File: config.mk
export PLATFORM = sky130hd
export DESIGN_NAME = stream_page_writer
export DESIGN_NICKNAME = d
export VERILOG_FILES = /design/src/rtl/stream_link_pkg.sv /design/src/rtl/page_item_counter.sv /design/src/rtl/stream_page_writer.sv
export SDC_FILE = /design/constraint.sdc
export NUM_CORES = 1
export LEC_CHECK = 0
export BUFFER_PORTS_ARGS = -buffer_cell sky130_fd_sc_hd__clkbuf_2
export CORE_AREA = 2 2 86 88
export CTS_CLUSTER_SIZE = 12
export DETAILED_ROUTE_END_ITERATION = 12
export DIE_AREA = 0 0 88 90
export PLACE_DENSITY = 0.9
export SYNTH_ARGS = -nofsm -noshare
export SYNTH_HDL_FRONTEND = slang
export SYNTH_HIERARCHICAL = 1
export SYNTH_SLANG_ARGS = --single-unit
File: constraint.sdc
create_clock -name clk -period 5.25 [get_ports clk]
set_input_delay 1.05 -clock clk [delete_from_list [all_inputs] [get_ports clk]]
set_output_delay 1.05 -clock clk [all_outputs]
set_load 0.05 [all_outputs]
File: src/rtl/stream_link_pkg.sv
`default_nettype none
// ============================================================================
// Module   : stream_link_pkg
// Brief    : Shared widths, header field position and page FSM states.
// Revision : 1.0
// ============================================================================
package stream_link_pkg;

    localparam int DAT_W      = 54;
    localparam int BX_W       = 3;
    localparam int CNT_W      = 6;
    localparam int MAX_ITEMS  = 63;
    // Header words carry their BX in the low bits, as the readout side emits them.
    localparam int HDR_BX_LSB = 0;

    typedef enum logic [0:0] {
        IDLE = 1'b0,
        FILL = 1'b1
    } page_state_e;

endpackage
`default_nettype wire

File: src/rtl/page_item_counter.sv
`default_nettype none
// ============================================================================
// Module   : page_item_counter
// Brief    : Per-page item index with clear, increment and full detection.
// Revision : 1.0
// ============================================================================
module page_item_counter #(
    parameter int CNT_W     = 6,
    parameter int MAX_ITEMS = 63
) (
    input  logic             clk,
    input  logic             reset,
    input  logic             clr,
    input  logic             inc,
    output logic [CNT_W-1:0] cnt,
    output logic             full
);

    logic [CNT_W-1:0] r_cnt;

    always_ff @(posedge clk) begin
        if (reset || clr) begin
            r_cnt <= '0;
        end else if (inc && !full) begin
            r_cnt <= r_cnt + 1'b1;
        end
    end

    assign cnt  = r_cnt;
    assign full = (r_cnt == CNT_W'(MAX_ITEMS));

endmodule
`default_nettype wire

File: src/rtl/stream_page_writer.sv
`default_nettype none
// ============================================================================
// Module   : stream_page_writer
// Brief    : Writes a merged header/data stream into BX-paged memory.
// Revision : 1.0
// ============================================================================
module stream_page_writer #(
    parameter int DAT_W     = stream_link_pkg::DAT_W,
    parameter int BX_W      = stream_link_pkg::BX_W,
    parameter int CNT_W     = stream_link_pkg::CNT_W,
    parameter int MAX_ITEMS = stream_link_pkg::MAX_ITEMS
) (
    input  logic                  clk,
    input  logic                  reset,
    input  logic [DAT_W-1:0]      mem_dat_stream,
    input  logic                  valid,
    input  logic                  send_BX,
    input  logic                  flush,
    output logic                  wr_en,
    output logic [BX_W+CNT_W-1:0] wr_addr,
    output logic [DAT_W-1:0]      wr_dat,
    output logic [CNT_W-1:0]      number_out,
    output logic [BX_W-1:0]       number_BX,
    output logic                  number_valid,
    output logic                  overflow,
    output logic [7:0]            dropped
);

    import stream_link_pkg::*;

    page_state_e      r_state;
    page_state_e      w_state_nxt;
    logic [BX_W-1:0]  r_cur_bx;
    logic [CNT_W-1:0] w_cnt;
    logic             w_full;
    logic             w_data;
    logic             w_flush;
    logic             w_write;
    logic             w_close;
    logic             w_drop;
    logic             w_lost;
    logic             w_clr;
    logic [CNT_W-1:0] w_pub_cnt;

    // Header beats both data and flush on the same cycle.
    assign w_data  = valid && !send_BX;
    assign w_flush = flush && !send_BX;

    page_item_counter #(
        .CNT_W     (CNT_W),
        .MAX_ITEMS (MAX_ITEMS)
    ) u_cnt (
        .clk   (clk),
        .reset (reset),
        .clr   (w_clr),
        .inc   (w_write),
        .cnt   (w_cnt),
        .full  (w_full)
    );

    always_ff @(posedge clk) begin
        if (reset) begin
            r_state <= IDLE;
        end else begin
            r_state <= w_state_nxt;
        end
    end

    always_comb begin
        w_state_nxt = r_state;
        if (send_BX) begin
            w_state_nxt = FILL;
        end else if (r_state == FILL && w_flush) begin
            w_state_nxt = IDLE;
        end
    end

    always_comb begin
        w_write = (r_state == FILL) && w_data && !w_full;
        w_close = (r_state == FILL) && (send_BX || w_flush);
        w_drop  = w_data && ((r_state == IDLE) || w_full);
        w_lost  = w_data && (r_state == FILL) && w_full;
        w_clr   = send_BX || w_close;
    end

    // A word written alongside a flush still belongs to the closing page.
    assign w_pub_cnt = w_cnt + CNT_W'(w_write);

    always_ff @(posedge clk) begin
        if (reset) begin
            r_cur_bx     <= '0;
            wr_en        <= 1'b0;
            wr_addr      <= '0;
            wr_dat       <= '0;
            number_out   <= '0;
            number_BX    <= '0;
            number_valid <= 1'b0;
            overflow     <= 1'b0;
            dropped      <= '0;
        end else begin
            wr_en        <= w_write;
            number_valid <= w_close;
            if (send_BX) begin
                r_cur_bx <= mem_dat_stream[HDR_BX_LSB +: BX_W];
            end
            if (w_write) begin
                wr_addr <= {r_cur_bx, w_cnt};
                wr_dat  <= mem_dat_stream;
            end
            if (w_close) begin
                number_out <= w_pub_cnt;
                number_BX  <= r_cur_bx;
            end
            if (w_lost) begin
                overflow <= 1'b1;
            end
            if (w_drop && (dropped != 8'hFF)) begin
                dropped <= dropped + 8'd1;
            end
        end
    end

endmodule
`default_nettype wire

==> results.py, run 1 <==
metrics = {
    "floorplan": {
        "rows": 31,
        "dieHeight_um": 90,
        "die_x_um": 88,
        "start_util_pct": 50.3,
        "core_area_um2": 7020,
        "io_pins": 142,
        "die-area_um2": 7920,
    },
    "cts": {
        "hold_buffers": 0,
        "ctsLongestPathBuffers": 2,
        "cts-buffers-inserted": 9,
        "cts_tree": "built",
        "htree_levels": 3,
        "clk_pin_slew_ns": 0.09,
        "cts_resized": 0,
        "post_cts.repair.setup_buffers": 0,
        "clock_sinks": 93,
        "clockRootBuffer": "clkbuf_8",
        "clkLatencyLatePin_ns": 0.36,
    },
    "synthesis": {
        "syn-cell-area_um2": 3530,
        "async_flop_share_pct": 0,
        "synth_ff_type": "dfxtp_1",
        "yosys.area.top_type_share_pct": 52.7,
        "yosys_warnings": 6,
        "ys_seq_area_share_pct": 52.7,
        "yosysUniqueCellTypes": 43,
        "synth-edff-count": 0,
        "ys_seq_elements": 93,
        "yosys-top-cells-area": "dfxtp_1 53%, nand2_1 15%, a21oi_1 10%, nor2_1 2.0%, buf_2 2.0%",
        "syn_area_per_cell_um2": 8.31,
        "syn_nets": 488,
        "yosysTopAreaCell": "dfxtp_1",
        "synth_cells": 425,
    },
    "placement": {
        "post-place-cells": 643,
        "place_area_um2": 4260,
        "dp_hpwl_um": 6110,
        "place_ws_ns": 2.49,
        "place_congestion": 0.795,
        "portBuffers": 141,
    },
    "drt": {
        "drt_first_iter_violations": 121,
        "drt_first_pass_iters": 4,
        "routed_wl_um": 8550,
        "drt-vias-per-instance": 5.12,
        "postRouteAntennaNets": 0,
        "drc_errors": 0,
        "wl_per_cell_um": 13.0,
        "num_vias": 3372,
    },
    "global_route": {
        "grt_usage_pct": 21.5,
        "gr-total-overflow": 0,
        "grt_antenna_before_repair": 0,
        "grt_pass1_vias": 3121,
        "grt_pass1_wl_um": 13800,
        "grt_start_max_net_pins": 65,
    },
    "timing": {
        "setup_tns_ns": 0,
        "hold_viol": 0,
        "skew_ns": 0.0102,
        "holdWs_ns": 0.458,
        "rsz0062_at_grt": "no",
        "fin_crit_sh_pct": 47.7,
        "final.setup.worst_slack_ns": 2.75,
        "tightestPinTransition_ns": 0.759,
        "fmax_mhz": 399,
        "setup_violations": 0,
        "post-route-min-period_ns": 2.50,
        "max-slew-margin-rel_pct": 49.4,
        "maxSlewViolCount": 0,
    },
    "job": {
        "maxCapViolations": 0,
    },
    "critical_path": {
        "path_cells": "ha_1 -> and3_4 -> and3_2 -> nand3b_1 -> inv_2 -> ha_1 -> ha_1 -> nand3_1 -> xor2_1 -> a211oi_1",
        "end_kind": "flip-flop",
        "critPathKind": "flip-flop to flip-flop",
        "cp_max_fo": 12,
        "crit_slowest_cell": "dfxtp_1",
        "cpMostUsedCell": "ha_1",
        "start_kind": "flip-flop",
        "slowest_delay_ns": 0.39,
        "critPathRequiredTime_ns": 5.51,
        "worstPathArrival_ns": 2.77,
    },
    "power": {
        "p_total_mw": 1.35,
        "vdd_drop_max_mv": 0.179,
        "power_leakage_nw": 1.89,
        "powerDensity_nw_per_um2": 303,
    },
    "finish": {
        "instances_no_fill": 659,
        "drive_above_1_share_pct": 30.5,
        "n_antenna_cell": 0,
        "fin_area_um2": 4460,
        "final_cell_mix": "143 x nand2_1, 140 x clkbuf_2, 93 x dfxtp_1",
        "final_nets": 618,
        "fin_util_pct": 63.5,
        "area_growth_pct": 26.3,
        "mostFrequentLayoutCell": "nand2_1",
    },
    "status": {
        "status": "finished, final reports clean",
    },
    "min_path": {
        "hold_class": "flip-flop to flip-flop",
    },
}
## sequential cells by signal, indices dropped and copies added (netlist names)
name and cells:
wr_dat 54, wr_addr 9, dropped 8, number_out 6, u_cnt/cnt 6, number_BX 3
r_cur_bx 3, number_valid 1, overflow 1, r_state 1, wr_en 1
## Yosys cell counts (3+ instances only)
library cell	n
ha_1	4
mux2i_1	6
nand3_1	5
a211oi_1	4
nor2_1	19
nor4_1	3
inv_1	5
clkbuf_1	9
nand2_1	143
nand2b_1	3
a31oi_1	4
dfxtp_1	93
a21oi_1	74
buf_2	14
## final timing paths
| kind | end | from | slack (ns) | cells after the start |
|---|---|---|---|---|
| worst min-delay path | wr_dat[40] | wr_dat[40] | 0.46 | 2 |
| worst max-delay path | number_out[4] | u_cnt/cnt[1] | 2.75 | 10 |
| worst min register to register | wr_dat[40] | wr_dat[40] | 0.46 | 2 |
| worst max register to register | number_out[4] | u_cnt/cnt[1] | 2.75 | 10 |
## per-layer routing
metal  up-vias  track usage, %  wire [um]
li1       1672               -          -
met1      1558            24.8       3440
met2       124            37.3       4330
met3        18            4.68        574
met4         0            9.49        211
met5         -               0          0
## power breakdown
group | internal (mW) | switching (mW) | total [mW]
Sequential | 0.721 | 0.00972 | 0.731
Combinational | 0.0417 | 0.100 | 0.142
Clock | 0.225 | 0.252 | 0.477
## cell families after synthesis
group,Yosys count,synth area share [%]
multiplexers,8,2.34
XOR/XNOR,4,0.992
AO/OA/AOI/OAI,94,14.9
adder cells (fa/ha/maj),4,1.42
AND/OR/NAND/NOR,191,23.6
buffers and inverters,31,4.00
flip-flops,93,52.7
## layout make-up
class	instances	area [um2]
Fill cell	581	2560
Sequential cell	93	1860
Multi-Input combinational cell	301	1530
Timing Repair Buffer	144	728
Clock buffer	10	128
Tap cell	99	124
Clock inverter	6	68.8
Inverter	6	22.5
## critical path: cells and delay by family, from the launching register on
| kind | cells | cell delay, ns |
|---|---|---|
| and+or+nand+nor | 4 | 0.76 |
| buffers and inverters | 1 | 0.20 |
| AOI/OAI and AO/OA | 1 | 0.26 |
| xor gates and xnor gates | 1 | 0.16 |
| adders and majority gates | 3 | 0.64 |
| DFF | 1 | 0.39 |
Power figures use the tool's default switching activity.
==> run 2, diff against run 1 <==
Settings changed: ABC_AREA set to 1, CORE_AREA 2 2 86 88 to 2 2 90 92, DIE_AREA 0 0 88 90 to 0 0 92 94, PLACE_DENSITY 0.9 to 0.85.
Clock period 5.25 ns to 2.5 ns, I/O delays scaled along.
==> results.py, run 2 <==
metrics = {
    "synthesis": {
        "synth-simple-area-share_pct": 26.6,
        "ys_seq_area_share_pct": 51.3,
        "synth_compound_area_share_pct": 13.0,
        "syn_nets": 538,
        "yosys-top-cells-area": "dfxtp_1 51%, nor2_1 17%, o21ai_0 8.0%, nand2_1 3.9%, o21ai_1 2.5%",
        "synth-edff-count": 0,
        "yosysMostFrequentCell": "nor2_1",
        "syn_area_per_cell_um2": 7.65,
        "ys_seq_elements": 93,
        "synthAdderAreaFrac_pct": 1.38,
        "async_flop_share_pct": 0,
        "synth_top_family_by_area": "simple AND/OR/NAND/NOR gates",
        "synth_ff_type": "dfxtp_1",
        "syn-cell-area_um2": 3630,
        "yosys.area.top_type_share_pct": 51.3,
        "yosys_warnings": 6,
        "yosysUniqueCellTypes": 26,
        "yosysTopAreaCell": "dfxtp_1",
        "synth_cells": 475,
        "synth_mux_area_share_pct": 0,
        "synth_commonest_cells": "165 x nor2_1, 93 x dfxtp_1, 58 x o21ai_0",
        "yosys.area_share.xor_xnor_pct": 0.965,
    },
    "power": {
        "seq_power_share_pct": 54.1,
        "vdd_drop_max_mv": 0.361,
        "pwr-share-clk_pct": 31.4,
        "powerDensity_nw_per_um2": 634,
        "power_leakage_nw": 2.32,
        "power.net_switching_mw": 0.884,
        "switching_share_pct": 30.4,
        "p_int_mw": 2.02,
        "combPwrFrac_pct": 14.5,
    },
    "cts": {
        "clockRootBuffer": "clkbuf_8",
        "clkLatencyLatePin_ns": 0.36,
        "htree_levels": 3,
        "cts_resized": 0,
        "post_cts.repair.setup_buffers": 0,
        "clk_pin_slew_ns": 0.09,
        "cts_tree": "built",
        "clock_sinks": 93,
        "cts-buffers-inserted": 9,
        "ctsLongestPathBuffers": 2,
        "hold_buffers": 0,
    },
    "floorplan": {
        "rows": 32,
        "die-area_um2": 8650,
        "die_x_um": 92,
        "start_util_pct": 47.7,
        "io_pins": 142,
        "dieHeight_um": 94,
        "core_area_um2": 7610,
    },
    "placement": {
        "portBuffers": 141,
        "place_area_um2": 4400,
        "dp_hpwl_um": 6570,
        "place_congestion": 0.815,
        "post-place-cells": 702,
    },
    "finish": {
        "largest_reg_flops": 54,
        "regMostFlops": "wr_dat",
        "area_growth_pct": 26.0,
        "largest_registers": "wr_dat (54), wr_addr (9), dropped (8)",
        "final_cell_mix": "165 x nor2_1, 141 x clkbuf_2, 93 x dfxtp_1",
        "drive_above_1_share_pct": 29.2,
        "mostFrequentLayoutCell": "nor2_1",
        "instances_no_fill": 718,
        "final_nets": 674,
        "fillers": 708,
        "fin_area_um2": 4580,
        "n_antenna_cell": 0,
    },
    "global_route": {
        "grt_antenna_before_repair": 0,
        "gr-max-usage-layer": "met2",
        "grtUsageMet1_pct": 27.0,
        "use_met3_pct": 4.49,
        "grt_usage_pct": 21.3,
        "grt_pass1_wl_um": 15000,
        "gr-total-overflow": 0,
        "met2_usage_pct": 36.0,
        "grt_start_max_net_pins": 45,
        "grt_pass1_vias": 3358,
    },
    "critical_path": {
        "path_cells": "ha_1 -> nand2_2 -> nor2_4 -> nand2_2 -> inv_1 -> inv_1 -> nand2_1 -> nor2_4 -> ha_1 -> ha_1 -> nand3_1 -> xor2_1 -> a21oi_1",
        "worstPathArrival_ns": 2.49,
        "crit_slowest_cell": "dfxtp_1",
        "cp_max_fo": 10,
        "critPathKind": "flip-flop to flip-flop",
        "slowest_delay_ns": 0.39,
        "end_kind": "flip-flop",
        "crit_buf_inv": 2,
        "path_delay_family": "adder cells",
        "critPathRequiredTime_ns": 2.79,
        "cpMostUsedCell": "ha_1",
        "start_kind": "flip-flop",
    },
    "timing": {
        "max-slew-margin-rel_pct": 64.6,
        "skew_ns": 0.0121,
        "holdWs_ns": 0.362,
        "rsz0062_at_grt": "no",
        "post-route-min-period_ns": 2.20,
        "setup_violations": 0,
        "hold_viol": 0,
        "setup_tns_ns": 0,
        "fin_crit_sh_pct": 87.9,
        "fmax_mhz": 455,
        "maxSlewViolCount": 0,
        "tightestPinTransition_ns": 0.530,
    },
    "drt": {
        "drc_errors": 0,
        "wl_per_cell_um": 12.7,
        "drt-vias-per-instance": 4.92,
        "drt_first_iter_violations": 170,
        "drt_first_pass_iters": 4,
        "num_vias": 3533,
        "postRouteAntennaNets": 0,
        "routed_wl_um": 9150,
    },
    "job": {
        "maxCapViolations": 0,
    },
    "status": {
        "status": "finished, final reports clean",
    },
    "min_path": {
        "hold_class": "input pin to flip-flop",
    },
}
==> run 2: changes by cell type in the layout (fill, tap and decap cells not counted), sizes merged, moves of 3 or more <==
cell	previous run	this run
nand3	5	14
nand2	143	44
nand4	1	4
a31oi	4	1
nor2	19	169
nor4	3	0
inv	9	26
a211oi	4	0
nor2b	4	0
a21oi	74	12
nand2b	5	0
o21ai	2	76
buf	4	7
mux2i	6	0
==> run 2: cell families (layout without fill, tap and decap cells) <==
logic type      after synthesis  after routing
simple gates                236            236
flops                        93             93
compound gates               91             91
buf+inv                      47            188
fa+ha+maj                     4              4
xor+xnor                      4              4
==> run 2: worst min-delay path, stage by stage <==
cell	delay [ns]
clkbuf_2	0.07
nor2_1	0.03
nor2_1	0.08
==> run 2: path summary, 6_finish.rpt <==
check	startpoint	to	slack, ns	depth (start not counted)
min	mem_dat_stream[44]	wr_dat[44]	0.36	3
max	u_cnt/cnt[0]	number_out[4]	0.30	13
max reg2reg	u_cnt/cnt[0]	number_out[4]	0.30	13
min reg2reg	number_out[2]	number_out[2]	0.47	2
==> run 2: metal layers <==
layer / vias to the layer above / part of all wire, % / wire length (um)
met1: 1604 / 44 / 4000
met4: 0 / 1.6 / 148
met3: 17 / 6.1 / 557
li1: 1787 / - / -
met5: - / 0 / 0
met2: 125 / 49 / 4450
==> run 2: stage by stage <==
stage,setup WS (ns),power (mW),util [%]
after global routing,0.114,3.03,60.2
after floorplan,0.286,1.90,-
after CTS,0.320,2.93,60.2
final,0.303,2.90,60.2
after global placement,0.434,2.02,57.9
after detailed placement,0.350,2.03,57.9
==> run 2: power by group through the flow <==
stage / combinational [mW] / sequential [mW] / clock (mW)
final: 0.422 / 1.57 / 0.912
after global routing: 0.455 / 1.58 / 0.994
after CTS: 0.424 / 1.57 / 0.933
after detailed placement: 0.423 / 1.60 / 0
after global placement: 0.417 / 1.60 / 0
after floorplan: 0.116 / 1.78 / 0
==> run 2: cell type report <==
| type | count | area, um2 | share of cell area, % |
|---|---|---|---|
| Clock inverter | 6 | 47.5 | 1.04 |
| Multi-Input combinational cell | 335 | 1530 | 33.3 |
| Tap cell | 102 | 128 | 2.79 |
| Clock buffer | 10 | 128 | 2.79 |
| Sequential cell | 93 | 1860 | 40.7 |
| Inverter | 24 | 92.6 | 2.02 |
| Timing Repair Buffer | 148 | 796 | 17.4 |
